===== config.mk =====
export PLATFORM = sky130hd
export DESIGN_NAME = serial_panel_io
export DESIGN_NICKNAME = d
export VERILOG_FILES = /design/src/rtl/serial_panel_io.sv
export SDC_FILE = /design/constraint.sdc
export NUM_CORES = 1
export LEC_CHECK = 0
export CAP_MARGIN = 10
export CORE_ASPECT_RATIO = 0.7
export CORE_MARGIN = 2
export CORE_UTILIZATION = 54
export CTS_BUF_LIST = sky130_fd_sc_hd__clkbuf_16
export DETAILED_ROUTE_END_ITERATION = 16
export GPL_TIMING_DRIVEN = 1
export PLACE_DENSITY = 0.79
export SETUP_SLACK_MARGIN = 0.2
export SLEW_MARGIN = 30
export SYNTH_ARGS = -nofsm -noshare
export SYNTH_HDL_FRONTEND = slang
export SYNTH_SLANG_ARGS = --single-unit
export TNS_END_PERCENT = 5

===== constraint.sdc =====
create_clock -name i_CLK -period 3 [get_ports i_CLK]
set_input_delay 0.3 -clock i_CLK [delete_from_list [all_inputs] [get_ports i_CLK]]
set_output_delay 0.3 -clock i_CLK [all_outputs]
set_load 0.02 [all_outputs]

===== src/rtl/serial_panel_io.sv =====
// serial_panel_io: free-running serial front-panel engine with output-chain shift, input-chain capture and per-bit debounce
module serial_panel_io #(
  parameter int OUT_WIDTH      = 16,
  parameter int IN_WIDTH       = 21,
  parameter int CLK_DIV        = 4,
  parameter int DEBOUNCE_SCANS = 4
) (
  input  logic                 i_CLK,
  input  logic                 i_RESET,
  input  logic [OUT_WIDTH-1:0] i_OutData,
  input  logic                 i_InData,
  output logic                 o_SerCLK,
  output logic                 o_OutData,
  output logic                 o_OutLatch,
  output logic                 o_InLatch,
  output logic [IN_WIDTH-1:0]  o_InRaw,
  output logic [IN_WIDTH-1:0]  o_InStable,
  output logic [IN_WIDTH-1:0]  o_Press,
  output logic [IN_WIDTH-1:0]  o_Release,
  output logic                 o_ScanDone
);
  localparam int N  = OUT_WIDTH > IN_WIDTH ? OUT_WIDTH : IN_WIDTH;
  localparam int PW = $clog2(2 * CLK_DIV) > 0 ? $clog2(2 * CLK_DIV) : 1;
  localparam int BW = N > 1 ? $clog2(N) : 1;
  localparam int DW = DEBOUNCE_SCANS > 1 ? $clog2(DEBOUNCE_SCANS) : 1;
  localparam logic [PW-1:0] PH_HI  = PW'(CLK_DIV);
  localparam logic [PW-1:0] PH_END = PW'(2 * CLK_DIV - 1);
  localparam logic [BW-1:0] BIT_END = BW'(N - 1);
  localparam logic [DW-1:0] DEB_M1 = DW'(DEBOUNCE_SCANS - 1);
  typedef enum logic [1:0] {LOAD, SHIFT, LATCH} state_t;
  state_t st, nxt_st;
  logic [PW-1:0] ph, nxt_ph;
  logic [BW-1:0] bit_idx, nxt_bit;
  logic run, done;
  logic [N-1:0] osr, src;
  logic [IN_WIDTH-1:0] isr, flip;
  logic [DW-1:0] cnt [IN_WIDTH];
  logic [DW-1:0] cnt_n [IN_WIDTH];
  // Outputs are registered from the next position so cycle 0 already shows LOAD.
  always_comb begin
    nxt_st  = st;
    nxt_ph  = ph;
    nxt_bit = bit_idx;
    if (run) begin
      nxt_ph = ph == PH_END ? '0 : ph + 1'b1;
      if (ph == PH_END) begin
        nxt_st  = st == LOAD ? SHIFT : st == SHIFT ? (bit_idx == BIT_END ? LATCH : SHIFT) : LOAD;
        nxt_bit = st == SHIFT && bit_idx != BIT_END ? bit_idx + 1'b1 : '0;
      end
    end
    src  = nxt_bit == '0 ? N'(i_OutData) : osr;
    done = nxt_st == LATCH && nxt_ph == PH_END;
    flip  = '0;
    cnt_n = cnt;
    for (int i = 0; i < IN_WIDTH; i++) begin
      flip[i]  = (isr[i] ^ o_InStable[i]) && cnt[i] == DEB_M1;
      cnt_n[i] = (isr[i] ^ o_InStable[i]) && !flip[i] ? cnt[i] + 1'b1 : '0;
    end
  end
  always_ff @(posedge i_CLK) begin
    if (i_RESET) begin
      st         <= LOAD;
      ph         <= '0;
      bit_idx    <= '0;
      run        <= 1'b0;
      osr        <= '0;
      isr        <= '0;
      cnt        <= '{default: '0};
      o_SerCLK   <= 1'b0;
      o_OutData  <= 1'b0;
      o_OutLatch <= 1'b0;
      o_InLatch  <= 1'b0;
      o_InRaw    <= '0;
      o_InStable <= '0;
      o_Press    <= '0;
      o_Release  <= '0;
      o_ScanDone <= 1'b0;
    end else begin
      run        <= 1'b1;
      st         <= nxt_st;
      ph         <= nxt_ph;
      bit_idx    <= nxt_bit;
      o_SerCLK   <= nxt_st == SHIFT && nxt_ph >= PH_HI;
      o_InLatch  <= nxt_st == LOAD;
      o_OutLatch <= nxt_st == LATCH;
      if (nxt_st == SHIFT && nxt_ph == '0) begin
        o_OutData <= src[N-1];
        osr       <= src << 1;
      end
      if (nxt_st == SHIFT && nxt_ph == PH_HI && int'(nxt_bit) < IN_WIDTH)
        isr <= (isr << 1) | IN_WIDTH'(i_InData);
      o_ScanDone <= done;
      o_Press    <= done ? flip & isr : '0;
      o_Release  <= done ? flip & ~isr : '0;
      if (done) begin
        o_InRaw    <= isr;
        o_InStable <= o_InStable ^ flip;
        cnt        <= cnt_n;
      end
    end
  end
endmodule


* Word level (Yosys, flattened, before mapping) *
Cells that the tools add are included.

operators by class
  add/subtract/negate cells = 23
  equal/unequal tests = 29
  bitwise logic cells = 27
  reductions and logical operators = 74
  magnitude comparators = 2
  muxes and demuxes = 33

operator list
  operator               count
  $mux W2                26
  $logic_and A1 B1 Y1    48
  $eq A2 B2 Y1 const B   22
  $add A2 B1 Y2 const B  21
  $and A21 B21 Y21       2
  $logic_not A1 Y1       21
  $mux W21               1
  $not A21 Y21           1
  $or A21 B1 Y21         1
  $xor A1 B1 Y1          21
  $xor A21 B21 Y21       1
  $mux W5                3
  $eq A3 B3 Y1 const B   3
  $mux W3                2
  $add A5 B1 Y5 const B  1
  $eq A5 B5 Y1 const B   1
  $logic_not A5 Y1       1
  $lt A5 B5 Y1 const B   1
  $ne A5 B5 Y1 const B   1
  $eq A2 B1 Y1 const B   2
  $logic_not A2 Y1       2
  $add A3 B1 Y3 const B  1
  $ge A3 B3 Y1 const B   1
  $logic_not A3 Y1       1
  3 further kinds        3

word-level totals
  output and inout bits = 89
  flip-flop bits (word level) = 183
  input port bits = 19
  word-level logic and storage cells = 224

* Longest topological paths before layout *
  word-level depth = 10
  depth in mapped cells = 10
  mapped depth without buffers = 7

* Worst setup path after synthesis *
OpenSTA, ideal clock, no wires.

  kind = flip-flop to flip-flop
  start point = reg ph[0]
  end point = reg isr[10]
  cell stages (with the launch flop) = 10
  required time = 2.928 ns
  library setup time = 0.072 ns
  path slack = 0.931 ns
  path buffers = 2
  arrival = 1.997 ns
  clock period less this slack = 2.069 ns
  path through = dfxtp_1 -> ha_1 -> ha_1 -> nand2_1 -> buf_2 -> nand2_1 -> a31o_2 -> a311oi_4 -> buf_6 -> mux2i_1

between the ends
  longest elaborated chain between the ends = 6
  elaborated cells on any way between the ends = 13
  classes of those cells = add/sub: 1; order compare: 1; eq/ne: 3; mux: 6; reduce/logical: 2

RTL lines
  item                                           RTL line  source
  start, declared                                32        logic [PW-1:0] ph, nxt_ph;
  start signal, assigned                         81        ph <= nxt_ph;
  $add A3 B1 Y3 or $eq A3 B3 Y1 (tied branches)  45, 46
  $mux W3 or $mux W2 (tied branches)             45, 46
  $mux W3 or $mux W2 (tied branches)             44        if (run) begin
  $eq A3 B3 Y1 or $eq A2 B1 Y1 (tied branches)   90        if (nxt_st == SHIFT && nxt_ph == PH_HI && int'(nxt_bit) < IN_WIDTH)
  $logic_and A1 B1 Y1                            90
  $logic_and A1 B1 Y1 *                          90
  end signal, assigned                           91        isr <= (isr << 1) | IN_WIDTH'(i_InData);
  end, declared                                  36        logic [IN_WIDTH-1:0] isr, flip;

Mark *: on every way between the ends. The rest lies on a longest branch, timed or not.
A chain may end at the register's enable or synchronous reset.

* Final worst setup path *
  start point = reg ph[0]
  end point = reg isr[5]

The elaborated chain is that of the path after synthesis.

==> results.yml <==
routing:
  routedWlPerCell_um: 15.59
  drtIter0Drc: 313
  routed_via_density: 5.554
  vias: 6015
  drcViolationCount: 0
  drtAntennaViolNets: 0
  wirelength_um: 16880
  firstDrtPassIters: 5
placement:
  io_buffers: 107
  place.gp.congestion: 0.8285
  post-place-ws_ns: 0.4486
  placed_area_um2: 8551
  dp.final_hpwl_um: 11030
sta:
  maxSlewViolCount: 0
  finClkSkew_ns: 0.01585
  tns_ns: 0
  setup_viol: 0
  period_share_pct: 86.47
  max_freq_mhz: 385.5
  hold_viol_final: 0
  setup_ws_ns: 0.4060
  grt_setup_unrepaired: "no"
  slew_headroom_pct: 51.87
  period_minus_slack_ns: 2.594
  tightestPinTransition_ns: 0.7219
  hold_slack_ns: 0.4185
critical_path:
  start_kind: "flip-flop"
  rrSetupSlack_ns: 0.41
  worst_path_most_repeated_cell: "ha_1"
  cp_max_fo: 21
  required_ns: 3.34
  arrival_ns: 2.93
  crit_path_top_delay_cell: "dfxtp_1"
  crit_buf_inv: 1
  worstSetupPathType: "flip-flop to flip-flop"
  path_cells: "ha_1, ha_1, nand2_1, a2111oi_4, a21oi_2, a311oi_4, buf_6, mux2i_1"
  cpPeakStageDelay_ns: 0.41
  cpLargestDelayFamily: "compound AO/OA/AOI/OAI gates"
  endpoint_kind: "flip-flop"
power_and_ir_drop:
  leakage_uw: 0.003518
  switchingPower_uw: 1008
  intPower_uw: 3696
  ir_drop_uv: 412.7
  swShare_pct: 21.43
  power_frac_clock_pct: 46.4
  pwr-share-seq_pct: 51.8
  power.density_nw_per_um2: 515.3
  p_comb_share_pct: 1.7
clocking:
  h-tree-depth: 4
  clockBufferDepth: 2
  cts_hold_buf: 0
  cts_buffers: 17
  cts_resized: 0
  path_clk_slew_ns: 0.07
  cts-root-buf: "clkbuf_16"
  cts_tree: "built"
  cts_setup_buffers: 0
  clkLatencyLatePin_ns: 0.43
  cts_sinks: 183
global_routing:
  grt_overflow_total: 0
  antenna_found_initial: 1
  grt_pass1_wl_um: 28070
  grt_max_degree: 64
  grt_pass1_vias: 6039
  track_usage_pct: 23.85
worst_hold_path:
  hold_class: "input port to flip-flop"
final_layout:
  final_core_util_pct: 68.81
  nets: 930
  drive_gt1_share_pct: 6.125
  area_delta_synth_final_pct: 23.66
  fillers: 1038
  antenna_cells: 0
  design_area_um2: 9130
logic_synthesis:
  yosysMostFrequentCell: "nand2_1"
  avgSynthCellArea_um2: 9.229
  synth_cell_types: 48
  async_reset_ff_share_pct: 0
  ys_warn_count: 0
  synth_edf_count: 0
  synth-seq-cells: 183
  yosysTopAreaCell: "dfxtp_1"
  synth.net_count: 844
  synthesis.area_um2: 7383
  synth_common_cells: "nand2_1 (194), dfxtp_1 (183), a21oi_1 (78)"
  ys_seq_area_share_pct: 49.62
  synth_cells: 800
  yosysTopAreaCellShare_pct: 49.62
  ys_top_cells_by_area: "dfxtp_1 (50%), nand2_1 (9.9%), mux2i_1 (6.2%), and4b_1 (6.0%), a21oi_1 (5.3%)"
  yosys_most_used_dff: "dfxtp_1"
floorplanning:
  die-width_um: 143.8
  io_pins: 108
  die_height_um: 101.8
  rows: 35
  die-area_um2: 14640
  start_util_pct: 55.64
  coreArea_um2: 13270
run_status:
  status: "finished clean"
flow_run:
  maxCapViolCount: 0
cell type report:
type                       count  area, um2  share of cell area (%)
clock inverter                14      150.1                   1.645
sequential                   183       3664                   40.13
tap                          185      231.5                   2.535
multi-input combinational    563       3475                   38.06
clock buffer                  17      425.4                   4.659
timing repair buffer         117       1170                   12.81
inverter                       4      15.01                  0.1645
through the flow:
stage / instances / power [uW]
floorplan: 800 / 2534
detailed placement: 1052 / 2574
CTS: 1083 / 4740
finish: 1083 / 4704
global placement: 1052 / 2570
global route: 1083 / 4842
worst reg2reg max path, cell delays in order, from the launching register on:
cell	delay, ns
dfxtp_1	0.41
ha_1	0.19
ha_1	0.21
nand2_1	0.29
a2111oi_4	0.41
a21oi_2	0.08
a311oi_4	0.32
buf_6	0.32
mux2i_1	0.29
layer usage:
metal | global-route usage (%) | vias up | wire length, um
met5 | 0 | - | 0
met4 | 7.692 | 0 | 192
met3 | 4.686 | 19 | 760
met2 | 41.61 | 160 | 8232
met1 | 30.09 | 2881 | 7694
li1 | - | 2955 | -
power groups by stage:
stage,clock (uW),sequential [uW],combinational [uW]
final,2190,2440,81.9
after global routing,2320,2440,89.8
after CTS,2220,2440,81.9
after detailed placement,0,2490,81.3
after global placement,0,2490,78.4
after floorplan,0,2490,43.5
worst paths after layout:
kind                      to  cells past startpoint       start
hold reg to reg   o_InRaw[1]                      2  o_InRaw[1]
setup / recovery      isr[5]                      8       ph[0]
setup reg to reg      isr[5]                      8       ph[0]
hold / removal       cnt[31]                      2     i_RESET
cells in the final DEF, fill, tap and decap left out, types with 18 or more instances in the layout:
cell type        count
a21oi_1             77
and4b_1             44
clkdlybuf4s50_1    106
dfxtp_1            183
ha_1                25
mux2i_1             46
nand2_1            194
nand3_1             32
nand3b_1            22
nor2_1              33
o21ai_0             18
xnor2_1             21
kinds of logic after synthesis:
family | share of synthesized area [%]
mux | 6.236
compound gates | 9.914
simple gates | 23.83
fa+ha+maj | 4.237
xor+xnor | 2.610
flops | 49.62
buf+inv | 3.559
Power figures use the tool's default switching activity.
